<file path="src/rtl/mem_sched_if.sv">
// Bus bundle between the memory scheduler, the two caches and main memory.
// master = scheduler side, slave = caches/memory side.
interface mem_sched_if;
  logic        ic_miss_req;
  logic [15:0] ic_miss_addr;
  logic        dc_miss_req;
  logic [15:0] dc_miss_addr;
  logic        wr_req;
  logic [15:0] wr_addr;
  logic [15:0] wr_data;
  logic        wr_ack;
  logic [15:0] ic_fill_addr, dc_fill_addr;
  logic [15:0] ic_fill_data, dc_fill_data;
  logic        ic_write_data, dc_write_data;
  logic        ic_write_tag, dc_write_tag;
  logic        ic_busy, dc_busy;
  logic        stall;
  logic [15:0] mem_addr;
  logic [15:0] mem_wdata;
  logic        mem_enable;
  logic        mem_wr;
  logic [15:0] mem_rdata;
  logic        mem_valid;

  modport master (
    input  ic_miss_req, ic_miss_addr, dc_miss_req, dc_miss_addr,
           wr_req, wr_addr, wr_data, mem_rdata, mem_valid,
    output wr_ack, ic_fill_addr, dc_fill_addr, ic_fill_data, dc_fill_data,
           ic_write_data, dc_write_data, ic_write_tag, dc_write_tag,
           ic_busy, dc_busy, stall, mem_addr, mem_wdata, mem_enable, mem_wr
  );

  modport slave (
    output ic_miss_req, ic_miss_addr, dc_miss_req, dc_miss_addr,
           wr_req, wr_addr, wr_data, mem_rdata, mem_valid,
    input  wr_ack, ic_fill_addr, dc_fill_addr, ic_fill_data, dc_fill_data,
           ic_write_data, dc_write_data, ic_write_tag, dc_write_tag,
           ic_busy, dc_busy, stall, mem_addr, mem_wdata, mem_enable, mem_wr
  );
endinterface

</file>
<file path="src/rtl/mem_sched_fsm.sv">
// Shares single-ported main memory between icache fills, dcache fills and
// dcache write-through stores; streams one block per fill and raises stall.
module mem_sched_fsm #(
  parameter int WORDS_PER_BLOCK = 8
) (
  input  logic         clk,
  input  logic         rst,
  mem_sched_if.master  bus
);
  typedef enum logic [1:0] {IDLE, WRITE, FILL_I, FILL_D} state_t;

  localparam logic [3:0] WPB  = 4'(WORDS_PER_BLOCK);
  localparam logic [3:0] LAST = 4'(WORDS_PER_BLOCK - 1);

  state_t      state, state_nxt;
  logic [15:0] base, base_nxt;
  logic [3:0]  issue_cnt, issue_nxt, resp_cnt, resp_nxt;
  logic        last_fill, last_nxt;   // 1: dcache served last
  logic        write_data, write_tag;

  always_ff @(posedge clk) begin
    if (rst) begin
      state     <= IDLE;
      base      <= '0;
      issue_cnt <= '0;
      resp_cnt  <= '0;
      last_fill <= 1'b1;
    end else begin
      state     <= state_nxt;
      base      <= base_nxt;
      issue_cnt <= issue_nxt;
      resp_cnt  <= resp_nxt;
      last_fill <= last_nxt;
    end
  end

  always_comb begin
    state_nxt      = state;
    base_nxt       = base;
    issue_nxt      = issue_cnt;
    resp_nxt       = resp_cnt;
    last_nxt       = last_fill;
    bus.mem_enable = 1'b0;
    bus.mem_wr     = 1'b0;
    bus.mem_addr   = '0;
    bus.mem_wdata  = '0;
    bus.wr_ack     = 1'b0;
    write_data     = 1'b0;
    write_tag      = 1'b0;
    case (state)
      IDLE: begin
        // stores first so a following fill sees the written word
        if (bus.wr_req) begin
          state_nxt = WRITE;
          issue_nxt = '0;
          resp_nxt  = '0;
        end else if (bus.ic_miss_req && (!bus.dc_miss_req || last_fill)) begin
          state_nxt = FILL_I;
          base_nxt  = bus.ic_miss_addr & 16'hFFF0;
          issue_nxt = '0;
          resp_nxt  = '0;
          last_nxt  = 1'b0;
        end else if (bus.dc_miss_req) begin
          state_nxt = FILL_D;
          base_nxt  = bus.dc_miss_addr & 16'hFFF0;
          issue_nxt = '0;
          resp_nxt  = '0;
          last_nxt  = 1'b1;
        end
      end
      WRITE: begin
        bus.mem_enable = 1'b1;
        bus.mem_wr     = 1'b1;
        bus.mem_addr   = bus.wr_addr;
        bus.mem_wdata  = bus.wr_data;
        bus.wr_ack     = 1'b1;
        state_nxt      = IDLE;
      end
      FILL_I, FILL_D: begin
        if (issue_cnt < WPB) begin
          bus.mem_enable = 1'b1;
          bus.mem_addr   = base + {11'b0, issue_cnt, 1'b0};
          issue_nxt      = issue_cnt + 4'd1;
        end
        if (bus.mem_valid) begin
          write_data = 1'b1;
          resp_nxt   = resp_cnt + 4'd1;
          if (resp_cnt == LAST) begin
            write_tag = 1'b1;
            state_nxt = IDLE;
          end
        end
      end
      default: state_nxt = IDLE;
    endcase
  end

  assign bus.ic_busy       = (state == FILL_I);
  assign bus.dc_busy       = (state == FILL_D);
  assign bus.stall         = bus.ic_busy | bus.dc_busy | (state == WRITE);
  assign bus.ic_write_data = bus.ic_busy & write_data;
  assign bus.dc_write_data = bus.dc_busy & write_data;
  assign bus.ic_write_tag  = bus.ic_busy & write_tag;
  assign bus.dc_write_tag  = bus.dc_busy & write_tag;
  assign bus.ic_fill_addr  = base + {11'b0, resp_cnt, 1'b0};
  assign bus.dc_fill_addr  = base + {11'b0, resp_cnt, 1'b0};
  assign bus.ic_fill_data  = bus.mem_rdata;
  assign bus.dc_fill_data  = bus.mem_rdata;
endmodule

</file>
<file path="src/flat_wrapper.sv">
// flat-port wrapper written by rule: the top's interface ports become plain ports
module mem_sched_fsm_flat 
#(
  parameter int WORDS_PER_BLOCK = 8
)
  (clk, rst, bus_ic_miss_req, bus_ic_miss_addr, bus_dc_miss_req, bus_dc_miss_addr, bus_wr_req, bus_wr_addr, bus_wr_data, bus_mem_rdata, bus_mem_valid, bus_wr_ack, bus_ic_fill_addr, bus_dc_fill_addr, bus_ic_fill_data, bus_dc_fill_data, bus_ic_write_data, bus_dc_write_data, bus_ic_write_tag, bus_dc_write_tag, bus_ic_busy, bus_dc_busy, bus_stall, bus_mem_addr, bus_mem_wdata, bus_mem_enable, bus_mem_wr);
  mem_sched_if bus_i ();
  input  logic clk;
  input  logic rst;
  input wire logic [$bits(bus_i.ic_miss_req)-1:0] bus_ic_miss_req;
  input wire logic [$bits(bus_i.ic_miss_addr)-1:0] bus_ic_miss_addr;
  input wire logic [$bits(bus_i.dc_miss_req)-1:0] bus_dc_miss_req;
  input wire logic [$bits(bus_i.dc_miss_addr)-1:0] bus_dc_miss_addr;
  input wire logic [$bits(bus_i.wr_req)-1:0] bus_wr_req;
  input wire logic [$bits(bus_i.wr_addr)-1:0] bus_wr_addr;
  input wire logic [$bits(bus_i.wr_data)-1:0] bus_wr_data;
  input wire logic [$bits(bus_i.mem_rdata)-1:0] bus_mem_rdata;
  input wire logic [$bits(bus_i.mem_valid)-1:0] bus_mem_valid;
  output wire logic [$bits(bus_i.wr_ack)-1:0] bus_wr_ack;
  output wire logic [$bits(bus_i.ic_fill_addr)-1:0] bus_ic_fill_addr;
  output wire logic [$bits(bus_i.dc_fill_addr)-1:0] bus_dc_fill_addr;
  output wire logic [$bits(bus_i.ic_fill_data)-1:0] bus_ic_fill_data;
  output wire logic [$bits(bus_i.dc_fill_data)-1:0] bus_dc_fill_data;
  output wire logic [$bits(bus_i.ic_write_data)-1:0] bus_ic_write_data;
  output wire logic [$bits(bus_i.dc_write_data)-1:0] bus_dc_write_data;
  output wire logic [$bits(bus_i.ic_write_tag)-1:0] bus_ic_write_tag;
  output wire logic [$bits(bus_i.dc_write_tag)-1:0] bus_dc_write_tag;
  output wire logic [$bits(bus_i.ic_busy)-1:0] bus_ic_busy;
  output wire logic [$bits(bus_i.dc_busy)-1:0] bus_dc_busy;
  output wire logic [$bits(bus_i.stall)-1:0] bus_stall;
  output wire logic [$bits(bus_i.mem_addr)-1:0] bus_mem_addr;
  output wire logic [$bits(bus_i.mem_wdata)-1:0] bus_mem_wdata;
  output wire logic [$bits(bus_i.mem_enable)-1:0] bus_mem_enable;
  output wire logic [$bits(bus_i.mem_wr)-1:0] bus_mem_wr;
  assign bus_i.ic_miss_req = bus_ic_miss_req;
  assign bus_i.ic_miss_addr = bus_ic_miss_addr;
  assign bus_i.dc_miss_req = bus_dc_miss_req;
  assign bus_i.dc_miss_addr = bus_dc_miss_addr;
  assign bus_i.wr_req = bus_wr_req;
  assign bus_i.wr_addr = bus_wr_addr;
  assign bus_i.wr_data = bus_wr_data;
  assign bus_i.mem_rdata = bus_mem_rdata;
  assign bus_i.mem_valid = bus_mem_valid;
  assign bus_wr_ack = bus_i.wr_ack;
  assign bus_ic_fill_addr = bus_i.ic_fill_addr;
  assign bus_dc_fill_addr = bus_i.dc_fill_addr;
  assign bus_ic_fill_data = bus_i.ic_fill_data;
  assign bus_dc_fill_data = bus_i.dc_fill_data;
  assign bus_ic_write_data = bus_i.ic_write_data;
  assign bus_dc_write_data = bus_i.dc_write_data;
  assign bus_ic_write_tag = bus_i.ic_write_tag;
  assign bus_dc_write_tag = bus_i.dc_write_tag;
  assign bus_ic_busy = bus_i.ic_busy;
  assign bus_dc_busy = bus_i.dc_busy;
  assign bus_stall = bus_i.stall;
  assign bus_mem_addr = bus_i.mem_addr;
  assign bus_mem_wdata = bus_i.mem_wdata;
  assign bus_mem_enable = bus_i.mem_enable;
  assign bus_mem_wr = bus_i.mem_wr;
  mem_sched_fsm #(.WORDS_PER_BLOCK(WORDS_PER_BLOCK)) u_core (.clk(clk), .rst(rst), .bus(bus_i));
endmodule
</file>
<file path="config.mk">
export PLATFORM = sky130hd
export DESIGN_NAME = mem_sched_fsm_flat
export DESIGN_NICKNAME = d
export VERILOG_FILES = /design/src/rtl/mem_sched_if.sv /design/src/rtl/mem_sched_fsm.sv /design/src/flat_wrapper.sv
export SDC_FILE = /design/constraint.sdc
export NUM_CORES = 1
export LEC_CHECK = 0
export CAP_MARGIN = 30
export CORE_UTILIZATION = 30
export CTS_CLUSTER_DIAMETER = 80
export DETAILED_ROUTE_END_ITERATION = 6
export PLACE_DENSITY = 0.75
export SLEW_MARGIN = 20
export SYNTH_ARGS = -nofsm -noshare
export SYNTH_HDL_FRONTEND = slang
export SYNTH_SLANG_ARGS = --single-unit
</file>
<file path="constraint.sdc">
create_clock -name clk -period 2.3 [get_ports clk]
set_clock_uncertainty 0.1 [all_clocks]
set_input_delay 0.345 -clock clk [delete_from_list [all_inputs] [get_ports clk]]
set_output_delay 0.345 -clock clk [all_outputs]
set_load 0.01 [all_outputs]
</file>
# Word-level counts from Yosys, hierarchy flattened
# Cells that the tools add are included.
[classes]
n_addsub = 4
order_cmp = 1
n_eq_ne = 8
mux = 28
bitwise = 7
n_reduce_logical = 11
[ops]
columns = ["op", "count"]
rows = [
  ["2-to-1 mux 16 bit", 4],
  ["adder 16 x 5 -> 16 bit", 2],
  ["case mux 16 bit (2 select lines)", 1],
  ["2-to-1 mux 4 bit", 5],
  ["case mux 4 bit (2 select lines)", 2],
  ["AND reduction 3 bit", 4],
  ["2-to-1 mux 2 bit", 5],
  ["2-to-1 mux 1 bit", 9],
  ["adder 4 x 1 -> 4 bit (second input constant)", 2],
  ["case mux 2 bit (3 select lines)", 1],
  ["AND 1 bit", 4],
  ["equality test 2 bit (second input constant)", 2],
  ["equality test 4 x 3 -> 1 bit (second input constant)", 1],
  ["less-than comparator 4 bit (second input constant)", 1],
  ["inequality test 2 x 1 -> 1 bit (second input constant)", 2],
  ["inequality test 4 x 3 -> 1 bit (second input constant)", 1],
  ["nonzero test 2 bit", 2],
  ["equality test 2 x 1 -> 1 bit (second input constant)", 1],
  ["zero test 2 bit", 1],
  ["inequality test 2 bit (second input constant)", 1],
  ["OR 1 bit", 2],
  ["case mux 1 bit (2 select lines)", 1],
  ["OR reduction 2 bit", 1],
  ["logical AND 1 bit", 1],
  ["other kinds (3)", 3],
]
[totals]
reg_bits = 27
in_bits = 86
out_inout_bits = 106
elab_cells = 64

# Depth between registers and ports, before layout
[depth]
ltp_word = 6
ltp_mapped = 6

# Least setup slack after synthesis
# OpenSTA, ideal clock, no wires.
[synth_timing]
kind = "register to output"
from = "register u_core.base[4]"
to = "output bus_ic_fill_addr[15]"
arrival_ns = 1.456
path_slack_ns = 0.399
path_stages_with_launch = 6
path_buffers = 1
path_cell_list = "dfxtp_1 ha_1 and4_1 nor4b_2 xor2_1 buf_4"
[synth_between]
elab_chain_cells = 1
[synth_rtl]
columns = ["element", "line", "rtl"]
rows = [
  ["from (decl)", "mem_sched_fsm.sv:16", "logic [15:0] base, base_nxt;"],
  ["from (signal assigned)", "mem_sched_fsm.sv:30", "base <= base_nxt;"],
  ["adder 16 x 5 -> 16 bit", "--", ""],
  ["to (decl)", "flat_wrapper.sv:20", "output wire logic [$bits(bus_i.ic_fill_addr)-1:0] bus_ic_fill_addr;"],
]
# Every way passes these cells.

# Final worst setup path
[layout_timing]
from = "register u_core.state[1]"
to = "output bus_mem_addr[9]"
[layout_between]
elab_chain_cells = 3
word_cells_on_any_way = 5
cone_classes = "eq/ne (3); mux (1); reduce/logical (1)"
[layout_rtl]
columns = ["element", "line", "rtl"]
rows = [
  ["from (decl)", "mem_sched_fsm.sv:15", "state_t state, state_nxt;"],
  ["from (signal assigned)", "mem_sched_fsm.sv:29", "state <= state_nxt;"],
  ["equality test 2 bit", "mem_sched_fsm.sv:50", "case (state)"],
  ["OR reduction 2 bit", "mem_sched_fsm.sv:50", ""],
  ["case mux 16 bit (2 select lines) *", "mem_sched_fsm.sv:50", ""],
  ["to (decl)", "flat_wrapper.sv:31", "output wire logic [$bits(bus_i.mem_addr)-1:0] bus_mem_addr;"],
]
# Mark *: on every way between the ends. The rest lies on a longest branch, timed or not.

==> results_dict.tcl <==
set metrics [dict create \
    outcome "completed" \
    grt_start_max_net_pins 35 \
    fin_nets 480 \
    die_w_um 91.0 \
    grt_setup_unrepaired "true" \
    swShare_pct 34.4 \
    worst_ir_drop_vdd_mv 0.199 \
    worstHoldStart "u_core.resp_cnt[1]" \
    io_pins 192 \
    top_usage_layer "met2" \
    hold_violations 0 \
    cts-root-buf "clkbuf_8" \
    layout_commonest_cell "clkdlybuf4s50_1" \
    coreArea_mm2 0.00769 \
    dr.pass1.iters 4 \
    r2r_cells 5 \
    syn_avg_cell_area_um2 8.16 \
    synth-xor-area-share_pct 4.79 \
    clock_power_share_pct 17.3 \
    finalCritPeriodShare_pct 98.1 \
    diodes 0 \
    critPathCaptureType "primary output" \
    r2r-start "u_core.state[1]" \
    h-tree-depth 1 \
    synth_flop_cell "dfxtp_1" \
    totalPowerFinal_w 0.00147 \
    yosysTopAreaCell "dfxtp_1" \
    fmax_ghz 0.443 \
    gr-usage-met3_pct 3.27 \
    r2r_end "u_core.resp_cnt[1]" \
    area_delta_synth_final_pct 57.8 \
    hold_path_class "reg -> reg" \
    intPower_w 0.000964 \
    wire_per_inst_um 14.6 \
    min_to "u_core.resp_cnt[1]" \
    clockBufferDepth 2 \
    place.gp.congestion 0.816 \
    insertion_delay_ps 260 \
    synthAdderAreaFrac_pct 2.63 \
    synthSimpleGateAreaFrac_pct 25.6 \
    syn-instance-count 291 \
    synth-edff-count 0 \
    use_met1_pct 19.1 \
    start_util_pct 30.9 \
    avgViaCountPerCell 4.96 \
    p_leak_nw 1.89 \
    period_minus_slack_ps 2260 \
    die_h_um 91.0 \
    cts_hold_buffers 0 \
    p_per_area_mw_per_mm2 392 \
    grt_usage_pct 15.8 \
    dp.final_hpwl_mm 5.62 \
    synth_area_mm2 0.00237 \
    crit_path_start "u_core.state[1]" \
    dr.first_iter.drc_count 69 \
    vias 2431 \
    setup_viol_count_final 0 \
    reg2reg_slack_ps 690 \
    drive_above_1_share_pct 21.9 \
    critPathLaunchType "register" \
    criticalPathCategory "reg -> out" \
    arrival_ps 1810 \
    first_global_vias 2242 \
    route.detailed.drc 0 \
    use_met2_pct 27.8 \
    hold_slack_ps 411 \
    fin_tns_setup_ps 0 \
    seq_power_share_pct 32.4 \
    critPathMaxFanout 16 \
    synth_mux_area_share_pct 0.843 \
    ant_nets 0 \
    grt-ovfl-total 0 \
    synth_top_family_by_area "simple AND/OR/NAND/NOR gates" \
    rows 32 \
    cts.sinks 23 \
    hold_depth 2 \
    combPwrFrac_pct 50.2 \
    clk_pin_slew_worst_paths_ps 80 \
    layout_common_cells "clkdlybuf4s50_1, buf_4, dlymetal6s2s_1, nand3_1, and2_1" \
    yosysWarnings 0 \
    ys_types 53 \
    numCtsBuffers 3 \
    ys_top_cells_by_area "dfxtp_1, buf_4, a311oi_2" \
    switchingPower_w 0.000505 \
    synth-seq-cells 23 \
    synth_compound_area_share_pct 23.2 \
    ys_seq_area_share_pct 19.4 \
    required_ps 1860 \
    async_flop_share_pct 0 \
    port_buffers 133 \
    yosysTopAreaCellShare_pct 19.4 \
    cts_tree "built" \
    drv_cap 0 \
    dieArea_mm2 0.00828 \
    drt_wl_total_mm 7.18 \
    antenna_found_initial 0 \
    timing.final.max_slew_violations 0 \
    grt_pass1_wl_mm 10.9 \
]
-- sequential cells by signal, indices dropped and copies added (netlist names) --
register	count
u_core.resp_cnt	4
u_core.issue_cnt	4
u_core.state	2
u_core.base	12
u_core.last_fill	1
-- stage by stage --
| stage | area [um^2] | util [%] | worst slack (ps) | std cells |
|---|---|---|---|---|
| 4_1_cts | 3620 | 47.1 | 2.87 | 489 |
| 2_1_floorplan | 2380 | - | 399 | 292 |
| 3_5_place_dp | 3560 | 46.3 | -86.2 | 484 |
| 6_report | 3750 | 48.7 | 44.8 | 490 |
| 5_1_grt | 3750 | 48.7 | -51.8 | 490 |
| 3_3_place_gp | 3560 | 46.3 | -46.2 | 484 |
-- kinds of logic (layout without fill, tap and decap cells) --
group           count (synthesis)  after routing
flops                          23             23
fa+ha+maj                       5              5
buf+inv                        82            178
other cells                     1              2
simple gates                   94             94
mux                             2              2
xor+xnor                       13             13
compound gates                 71             71
-- power by group through the flow --
stage	sequential [W]	combinational, W	clock [W]
final	0.000477	0.000738	0.000255
after global routing	0.000481	0.000791	0.000277
after CTS	0.000469	0.000735	0.000257
after detailed placement	0.000475	0.000757	0
after global placement	0.000473	0.000743	0
after floorplan	0.000467	0.000449	0
-- synthesized netlist by cell type (4+ instances only) --
cell / instances
buf_4: 55
dfxtp_1: 23
nand3_1: 20
and2_1: 19
a21oi_1: 16
o21ai_0: 15
nand2_1: 11
a311oi_2: 10
a22o_1: 9
o211ai_1: 9
buf_2: 8
clkbuf_1: 7
inv_1: 7
xnor2_1: 7
nor2_1: 6
xor2_1: 6
ha_1: 5
buf_6: 4
nand2b_1: 4
nor2b_1: 4
or4_1: 4
-- critical path, cell delays in order, from the launching register on --
cell and delay, ps:
dfxtp_4 370, buf_12 150, nor2b_4 210, buf_6 150
a22o_1 140, clkdlybuf4s50_1 530
-- repair_timing --
item | 4_1_cts | 5_1_grt
cloned | 0 | 1
endpoints found under the hold margin | 0 | 0
endpoints found under the setup margin | 53 | 32
setup buffers | 1 | 0
resized for setup | 35 | 61
pin swaps | 1 | 3
-- layout make-up --
cell class / count / area [um^2]
multi-input cells: 187 / 1440
fillers: 719 / 3940
clock buffers: 3 / 41.3
well taps: 102 / 128
flip-flops and latches: 23 / 470
clock inverters: 1 / 5.00
repair buffers: 167 / 1640
inverters: 7 / 26.3
-- worst max-delay path by stage --
stage                     slack, ps                    to  cells after the start
after floorplan                 400  bus_ic_fill_addr[15]                      5
after global routing            -50  bus_ic_fill_addr[13]                      6
final                            40       bus_mem_addr[9]                      5
after CTS                         3   bus_ic_fill_addr[7]                      4
after detailed placement        -90      bus_mem_addr[14]                      6
after global placement          -50      bus_mem_addr[14]                      6
-- routing by layer --
| layer | routed length [um] | part of all wire, % |
|---|---|---|
| met3 | 578 | 8.1 |
| met5 | 0 | 0 |
| met1 | 2970 | 41 |
| met2 | 3530 | 49 |
| met4 | 104 | 1.4 |
Note: power is estimated with default switching activity, not from simulation.
